File: src/rtl/mem_port_arbiter.sv
// Memory port arbiter: shares one memory port between fetch (I) and load/store (D).
// D has priority; I is forced to win after MAX_WAIT consecutive losses.
module mem_port_arbiter #(
  parameter int ADDR_W   = 32,
  parameter int DATA_W   = 32,
  parameter int MAX_WAIT = 4
) (
  input  logic              clk_i,
  input  logic              reset_n_i,
  input  logic              i_req_i,
  input  logic [ADDR_W-1:0] i_addr_i,
  input  logic [1:0]        i_size_i,
  output logic              i_gnt_o,
  output logic              i_done_o,
  output logic              i_err_o,
  output logic [DATA_W-1:0] i_rd_data_o,
  input  logic              d_req_i,
  input  logic              d_we_i,
  input  logic [ADDR_W-1:0] d_addr_i,
  input  logic [1:0]        d_size_i,
  input  logic [DATA_W-1:0] d_wr_data_i,
  output logic              d_gnt_o,
  output logic              d_done_o,
  output logic              d_err_o,
  output logic [DATA_W-1:0] d_rd_data_o,
  output logic              mem_rd_enable_o,
  output logic              mem_wr_enable_o,
  output logic [ADDR_W-1:0] mem_addr_o,
  output logic [1:0]        mem_size_o,
  output logic [DATA_W-1:0] mem_wr_data_o,
  input  logic [DATA_W-1:0] mem_rd_data_i,
  input  logic              mem_busy_i,
  output logic              owner_o
);

  typedef enum logic [1:0] {
    S_IDLE,
    S_ISSUE,
    S_WAIT
  } state_t;

  localparam logic [1:0] SZ_HALF = 2'd1;
  localparam logic [1:0] SZ_WORD = 2'd2;

  localparam int CW = $clog2(MAX_WAIT + 1);
  localparam logic [CW-1:0] STARVE_MAX = CW'(MAX_WAIT);

  state_t r_state;
  state_t w_next;

  logic              r_owner;
  logic [ADDR_W-1:0] r_addr;
  logic [1:0]        r_size;
  logic              r_we;
  logic [DATA_W-1:0] r_wdata;
  logic [CW-1:0]     r_starve;

  logic w_any;
  logic w_d_wins;
  logic w_aligned;
  logic w_start;

  assign w_any    = i_req_i | d_req_i;
  assign w_d_wins = d_req_i & (~i_req_i | (r_starve != STARVE_MAX));
  assign w_start  = (r_state == S_IDLE) & w_any;

  // Alignment of the latched access
  always_comb begin
    w_aligned = 1'b1;
    unique case (1'b1)
      (r_size == SZ_HALF): w_aligned = ~r_addr[0];
      (r_size == SZ_WORD): w_aligned = (r_addr[1:0] == 2'b00);
      default:             w_aligned = 1'b1;
    endcase
  end

  // State register
  always_ff @(posedge clk_i or negedge reset_n_i) begin
    if (!reset_n_i) r_state <= S_IDLE;
    else            r_state <= w_next;
  end

  // Latch winner's access and track I starvation
  always_ff @(posedge clk_i or negedge reset_n_i) begin
    if (!reset_n_i) begin
      r_owner  <= 1'b0;
      r_addr   <= '0;
      r_size   <= '0;
      r_we     <= 1'b0;
      r_wdata  <= '0;
      r_starve <= '0;
    end else if (w_start) begin
      r_owner <= w_d_wins;
      r_addr  <= w_d_wins ? d_addr_i : i_addr_i;
      r_size  <= w_d_wins ? d_size_i : i_size_i;
      r_we    <= w_d_wins & d_we_i;
      r_wdata <= w_d_wins ? d_wr_data_i : '0;
      if (!w_d_wins)
        r_starve <= '0;
      else if (i_req_i && r_starve != STARVE_MAX)
        r_starve <= r_starve + 1'b1;
    end
  end

  // Next state and per-state outputs
  always_comb begin
    w_next          = r_state;
    i_gnt_o         = 1'b0;
    i_done_o        = 1'b0;
    i_err_o         = 1'b0;
    d_gnt_o         = 1'b0;
    d_done_o        = 1'b0;
    d_err_o         = 1'b0;
    i_rd_data_o     = '0;
    d_rd_data_o     = '0;
    mem_rd_enable_o = 1'b0;
    mem_wr_enable_o = 1'b0;
    unique case (r_state)
      S_IDLE: begin
        if (w_any) w_next = S_ISSUE;
      end
      S_ISSUE: begin
        i_gnt_o = ~r_owner;
        d_gnt_o = r_owner;
        if (w_aligned) begin
          mem_rd_enable_o = ~r_we;
          mem_wr_enable_o = r_we;
          w_next          = S_WAIT;
        end else begin
          i_done_o = ~r_owner;
          i_err_o  = ~r_owner;
          d_done_o = r_owner;
          d_err_o  = r_owner;
          w_next   = S_IDLE;
        end
      end
      S_WAIT: begin
        i_rd_data_o = mem_rd_data_i;
        d_rd_data_o = mem_rd_data_i;
        if (!mem_busy_i) begin
          i_done_o = ~r_owner;
          d_done_o = r_owner;
          w_next   = S_IDLE;
        end
      end
      default: w_next = S_IDLE;
    endcase
  end

  assign mem_addr_o    = r_addr;
  assign mem_size_o    = r_size;
  assign mem_wr_data_o = r_wdata;
  assign owner_o       = r_owner;

endmodule

File: config.mk
export PLATFORM = sky130hd
export DESIGN_NAME = mem_port_arbiter
export DESIGN_NICKNAME = d
export VERILOG_FILES = /design/src/rtl/mem_port_arbiter.sv
export SDC_FILE = /design/constraint.sdc
export NUM_CORES = 1
export LEC_CHECK = 0
export ABC_AREA = 1
export CORE_UTILIZATION = 36
export CTS_BUF_LIST = sky130_fd_sc_hd__clkbuf_16
export DETAILED_ROUTE_END_ITERATION = 6
export PLACE_DENSITY_LB_ADDON = 0.2
export SLEW_MARGIN = 15
export SYNTH_ARGS = -nofsm -noshare
export SYNTH_HDL_FRONTEND = slang
export SYNTH_SLANG_ARGS = --single-unit
File: constraint.sdc
create_clock -name clk_i -period 2.2 [get_ports clk_i]
set_input_delay 0.66 -clock clk_i [delete_from_list [all_inputs] [get_ports clk_i]]
set_output_delay 0.66 -clock clk_i [all_outputs]
set_load 0.01 [all_outputs]
==> impl_metrics.py, run 1 <==
metrics = {
    "power": {
        "p_leak_nw": 4.01,
        "seqPwrFrac": 0.273,
        "switching_share": 0.365,
        "clock_power_share": 0.174,
        "pwr-share-comb": 0.553,
        "p_per_area_nw_per_um2": 1160,
        "ir_worst_vdd_uv": 671,
        "p_int_mw": 5.55,
        "switchingPower_mw": 3.20,
    },
    "yosys": {
        "synthCells": 562,
        "synth_top_family_by_area": "simple AND/OR/NAND/NOR gates",
        "synth_compound_area_frac": 0.0596,
        "ys_warn_count": 0,
        "synth.avg_cell_area_sq_um": 7.18,
        "ys_ff_latch": 73,
        "synth.largest_area_cell": "dfrtp_1",
        "synthXorXnorAreaFrac": 0.00217,
        "syn_area_sq_um": 4030,
        "synth.mux.area_fraction": 0,
        "ys_seq_area_frac": 0.453,
        "synth.area.top_cells": "dfrtp_1 (45%), nand2_1 (21%), inv_1 (8.5%), buf_4 (6.7%), nand3_1 (5.2%)",
        "synth_fa_ha_area_frac": 0.0217,
        "yosysUniqueCellTypes": 21,
        "netlist.area_leader.share": 0.453,
        "synthSimpleGateAreaFrac": 0.285,
        "syn_nets": 707,
    },
    "sta": {
        "skew_ns": 0.00824,
        "worstMarginPinSlew_ns": 0.482,
        "fin_tns_setup_ns": -0.998,
        "fmax_ghz": 0.432,
        "hold_viol_final": 0,
        "whs_ns": 0.285,
        "finalMaxSlewViolations": 0,
        "fin_ws_ns": -0.116,
        "rsz0062_at_grt": "yes",
        "relSlewSlack": 0.679,
        "setup_violations": 36,
        "period_share": 1.05,
        "min_period_ns": 2.32,
    },
    "clock_tree": {
        "cts.clk_slew.worst_paths_ns": 0.06,
        "cts_root_buf": "clkbuf_16",
        "cts_buffers": 9,
        "clockBufferDepth": 2,
        "cts_num_sinks": 73,
        "htreeDepth": 3,
        "clock_latency_ns": 0.32,
        "cts_hold_buf": 0,
        "tritoncts": "built",
    },
    "placement": {
        "io_buffers": 276,
        "preCtsSetupSlack_ns": -0.496,
        "hpwl_um": 9820,
        "place_inst": 945,
        "gp_congestion": 0.780,
    },
    "finish": {
        "area_delta_synth_final_pct": 87.2,
        "finalNonFillerCells": 974,
        "antenna_cells": 0,
        "layout.nets": 975,
        "fillers": 869,
        "drive_gt1_frac": 0.231,
    },
    "floorplan": {
        "io_pins": 277,
        "fp.dieW_um": 108,
        "die_area_sq_um": 11600,
        "core_sq_um": 10900,
        "die_h_um": 108,
        "initial_core_util": 0.370,
        "rows": 38,
    },
    "drt": {
        "drtAntennaViolNets": 0,
        "via_count": 4365,
        "wl_per_cell_um": 14.1,
        "drt_iter0_drc": 178,
        "wl_um": 13700,
        "viasPerCell": 4.48,
        "dr.pass1.iters": 4,
        "drc": 0,
    },
    "worst_setup_path": {
        "required_ns": 1.54,
        "critPathLaunchType": "register",
        "path_class": "register to output pin",
        "arrival_ns": 1.66,
        "worst-path-max-fanout": 3,
        "worstSetupEndpointType": "output pin",
    },
    "global_route": {
        "grt_pass1_vias": 4121,
        "grt_antenna_before_repair": 0,
        "track_usage": 0.219,
        "grt_pass1_wl_um": 20000,
        "grt_max_degree": 46,
        "grt_overflow": 0,
    },
    "run": {
        "maxCapViolCount": 0,
    },
    "run_status": {
        "violations": "setup timing",
        "status": "finished, violations left",
    },
    "worst_hold_path": {
        "min_path_type": "input port to asynchronous set/reset pin",
    },
}
==> cells in the mapped netlist <==
master,number
nand2_1,231
nand3_4,1
nand2_2,1
or2_2,1
dfrtp_1,73
a21oi_1,3
buf_2,16
ha_1,7
o22ai_1,2
o21ai_0,35
o21ai_1,4
o21ai_2,2
nand3_1,42
nor2_1,5
clkbuf_2,1
inv_1,91
nand4_1,3
buf_4,36
nor2_2,1
clkbuf_1,6
xnor2_1,1
==> repair_timing <==
action | 4_1_cts | 5_1_grt
gates resized for setup | 303 | 115
cloned | 3 | 1
endpoints found under the setup margin | 72 | 70
buffers inserted | 7 | 5
pin swaps | 5 | 8
==> logic make-up (layout without fill, tap and decap cells) <==
| group | Yosys count | in the layout |
|---|---|---|
| AND/OR/NAND/NOR | 285 | 285 |
| flip-flops | 73 | 73 |
| buffers and inverters | 150 | 422 |
| adder cells (fa/ha/maj) | 7 | 7 |
| XOR/XNOR | 1 | 1 |
| AO/OA/AOI/OAI | 46 | 46 |
==> path summary, 6_finish.rpt <==
check / from / end / slack (ns) / depth (start not counted)
max in group asynchronous: reset_n_i / mem_wr_data_o[0] / 1.32 / 2
min in group clk_i: mem_addr_o[14] / mem_addr_o[14] / 0.48 / 2
min: reset_n_i / mem_addr_o[19] / 0.29 / 1
max: mem_size_o[1] / d_done_o / -0.12 / 7
min reg2reg: mem_addr_o[14] / mem_addr_o[14] / 0.48 / 2
max reg2reg: r_state[0] / r_starve[1] / 0.43 / 9
==> state kept, by name, summed over array words and instances (netlist names) <==
register       count
mem_addr_o        32
mem_wr_data_o     32
r_starve           3
mem_size_o         2
r_state            2
owner_o            1
r_we               1
==> placed cells by master (no fill, tap or decap), types with 2 or more instances in the layout <==
cell	count
o22ai_1	2
buf_12	9
nor2_1	3
clkbuf_16	10
inv_2	17
bufinv_16	2
inv_4	14
inv_1	60
nand3_1	42
buf_8	2
nor2_2	2
buf_16	2
nand2_2	8
ha_4	3
clkdlybuf4s50_1	202
o21ai_0	35
buf_4	26
buf_6	43
nand2_4	15
o21ai_1	4
clkbuf_2	11
nand2_1	209
ha_1	4
nand4_1	3
buf_2	19
clkinv_1	2
dfrtp_1	73
==> layer usage <==
layer,vias to the layer above,track usage,share of wire
met5,-,0,0
met2,152,0.355,0.49
met4,0,0.0744,0.022
met1,2006,0.288,0.43
met3,23,0.0484,0.063
li1,2184,-,-
==> power groups by stage <==
stage	Clock [mW]	Combinational, mW	Sequential [mW]
floorplan	0	1.57	2.63
global placement	0	4.29	2.35
detailed placement	0	4.37	2.37
CTS	1.56	4.51	2.38
global route	1.63	5.21	2.47
finish	1.52	4.84	2.39
==> area by class of cell <==
type                       instances  area [sq um]  share of cell area
clock buffer                       9           225              0.0298
clock inverter                     6          83.8              0.0111
inverter                          91           377              0.0499
multi-input combinational        339          1690               0.224
sequential                        73          1830               0.242
tap                              140           175              0.0232
timing repair buffer             316          3170               0.420
==> per-stage QoR <==
stage	cell area, sq um	utilization	total power [mW]
2_1_floorplan	4030	-	4.20
4_1_cts	7210	0.662	8.44
6_report	7550	0.693	8.75
3_5_place_dp	6890	0.633	6.74
5_1_grt	7550	0.693	9.32
3_3_place_gp	6890	0.633	6.64
==> critical path: stages, from the launching register on <==
cell and delay (ns):
dfrtp_1 0.42, inv_2 0.06, ha_1 0.20, nand2_2 0.09, nand4_1 0.13, buf_4 0.17
a21oi_4 0.14, buf_6 0.12
Power figures use the tool's default switching activity.
==> run 2, diff against run 1 <==
--- a/config.mk
+++ b/config.mk
@@ -9,7 +9,9 @@
 export CORE_UTILIZATION = 36
 export CTS_BUF_LIST = sky130_fd_sc_hd__clkbuf_16
 export DETAILED_ROUTE_END_ITERATION = 6
+export MAX_ROUTING_LAYER = met4
 export PLACE_DENSITY_LB_ADDON = 0.2
+export SETUP_SLACK_MARGIN = 0.05
 export SLEW_MARGIN = 15
 export SYNTH_ARGS = -nofsm -noshare
 export SYNTH_HDL_FRONTEND = slang
==> run 2 against run 1 <==
Effect of this change:
- the run still ends with setup timing left
- sequential power hardly changed
- cell area is 3.7% higher
- combinational power is 4.1% higher
- hold slack better by 0.0061 ns
- via count is 0.78% higher
- wire length is 3.9% higher
- first-iteration DRC count is 6.7% higher
- clock skew hardly changed
- critical path type unchanged
- highest routed layer unchanged
==> impl_metrics.py, run 2 (synthesis results as in run 1) <==
metrics = {
    "finish": {
        "layout_commonest_cell": "clkdlybuf4s50_1",
        "finalNonFillerCells": 976,
        "fillers": 821,
        "finish.utilization": 0.719,
        "layout.nets": 977,
        "area_delta_synth_final_pct": 94.0,
        "final_cell_mix": "clkdlybuf4s50_1 (202), nand2_1 (196), dfrtp_1 (73)",
        "drive_gt1_frac": 0.261,
        "antenna_cells": 0,
    },
    "sta": {
        "fin_tns_setup_ns": -0.922,
        "rsz0062_at_grt": "yes",
        "fin_ws_ns": -0.0943,
        "worstMarginPinSlew_ns": 0.492,
        "hold_viol_final": 0,
        "min_period_ns": 2.29,
        "period_share": 1.04,
        "fmax_ghz": 0.436,
        "whs_ns": 0.292,
        "skew_ns": 0.00791,
        "relSlewSlack": 0.672,
        "finalMaxSlewViolations": 0,
        "setup_violations": 37,
    },
    "clock_tree": {
        "clockBufferDepth": 2,
        "htreeDepth": 3,
        "cts_buffers": 9,
        "clock_latency_ns": 0.32,
        "cts_num_sinks": 73,
        "cts.clk_slew.worst_paths_ns": 0.06,
        "tritoncts": "built",
        "cts_root_buf": "clkbuf_16",
        "cts_hold_buf": 0,
    },
    "global_route": {
        "grt_pass1_wl_um": 20100,
        "grt_max_degree": 46,
        "grt_pass1_vias": 4130,
        "track_usage": 0.227,
        "grt_overflow": 0,
        "grt_antenna_before_repair": 0,
    },
    "worst_setup_path": {
        "arrival_ns": 1.63,
        "r2r_start": "r_state[1]",
        "crit_path_max_incr_delay_ns": 0.40,
        "worstSetupEndpointType": "output pin",
        "worstReg2RegEnd": "r_starve[1]",
        "rrSetupSlack_ns": 0.52,
        "critPathLaunchType": "register",
        "crit_chain": "inv_2, ha_4, inv_1, nor2_2, nand4_1, a21oi_2, buf_2",
        "cp_slowest_cell": "dfrtp_1",
        "required_ns": 1.54,
        "path_class": "register to output pin",
        "worst-path-max-fanout": 3,
        "r2r_cells": 10,
    },
    "drt": {
        "drt_iter0_drc": 190,
        "dr.pass1.iters": 4,
        "wl_per_cell_um": 14.6,
        "wl_um": 14300,
        "viasPerCell": 4.51,
        "via_count": 4399,
        "drc": 0,
        "drtAntennaViolNets": 0,
    },
    "floorplan": {
        "initial_core_util": 0.370,
        "io_pins": 277,
        "rows": 38,
        "fp.dieW_um": 108,
        "core_sq_um": 10900,
        "die_area_sq_um": 11600,
        "die_h_um": 108,
    },
    "placement": {
        "io_buffers": 276,
        "preCtsSetupSlack_ns": -0.496,
        "gp_congestion": 0.790,
        "hpwl_um": 9820,
        "place_inst": 945,
    },
    "power": {
        "ir_worst_vdd_uv": 663,
        "p_leak_nw": 4.13,
        "p_per_area_nw_per_um2": 1140,
    },
    "worst_hold_path": {
        "min_path_type": "input port to asynchronous set/reset pin",
    },
    "run_status": {
        "status": "finished, violations left",
        "violations": "setup timing",
    },
    "run": {
        "maxCapViolCount": 0,
    },
}
==> run 2: what timing repair did <==
item                                   4_1_cts  5_1_grt
setup endpoints to repair                   72       73
endpoints found under the hold margin        0        0
pin swaps                                    5        7
buffers inserted                             7       11
cloned                                       3        1
gates resized for setup                    343      163
==> run 2: per-layer routing <==
metal	vias up	track usage	share of wire
met5	-	-	0
met3	32	0.0527	0.063
met4	0	0.0675	0.027
met1	2012	0.294	0.42
li1	2190	-	-
met2	165	0.354	0.49
==> run 2: area by class of cell <==
cell class | instances | area [sq um] | area share
well taps | 140 | 175 | 0.0224
inverters | 91 | 399 | 0.0510
flip-flops and latches | 73 | 1830 | 0.233
repair buffers | 318 | 3320 | 0.424
clock inverters | 6 | 83.8 | 0.0107
clock buffers | 9 | 225 | 0.0288
multi-input cells | 339 | 1800 | 0.230
==> run 2: metrics by stage <==
step           total power [mW]  cell area, sq um
3_3_place_gp               6.64              6890
3_5_place_dp               6.74              6890
2_1_floorplan              4.20              4030
6_report                   8.96              7830
4_1_cts                    8.45              7170
5_1_grt                    9.51              7830
==> run 2: how the worst max path moves through the flow <==
stage	from	to	cells after the start	slack, ns
floorplan	r_state[0]	i_rd_data_o[0]	7	0.15
global placement	mem_busy_i	d_done_o	5	-0.49
detailed placement	mem_busy_i	d_done_o	5	-0.50
CTS	mem_size_o[1]	d_done_o	6	-0.13
global route	r_state[1]	d_done_o	8	-0.19
finish	r_state[1]	i_done_o	7	-0.09
==> run 2: worst max-delay path, delay by kind of cell (launching register included) <==
family / cells / cell delay [ns]
buffers and inverters: 3 / 0.29
adders and majority gates: 1 / 0.14
and+or+nand+nor: 2 / 0.30
DFF: 1 / 0.40
AOI/OAI and AO/OA: 1 / 0.17
==> run 2: report_power, final <==
group          internal [mW]  switching [mW]
Combinational           2.69            2.35
Clock                  0.980           0.543
Sequential              1.99           0.405
Total                   5.66            3.30
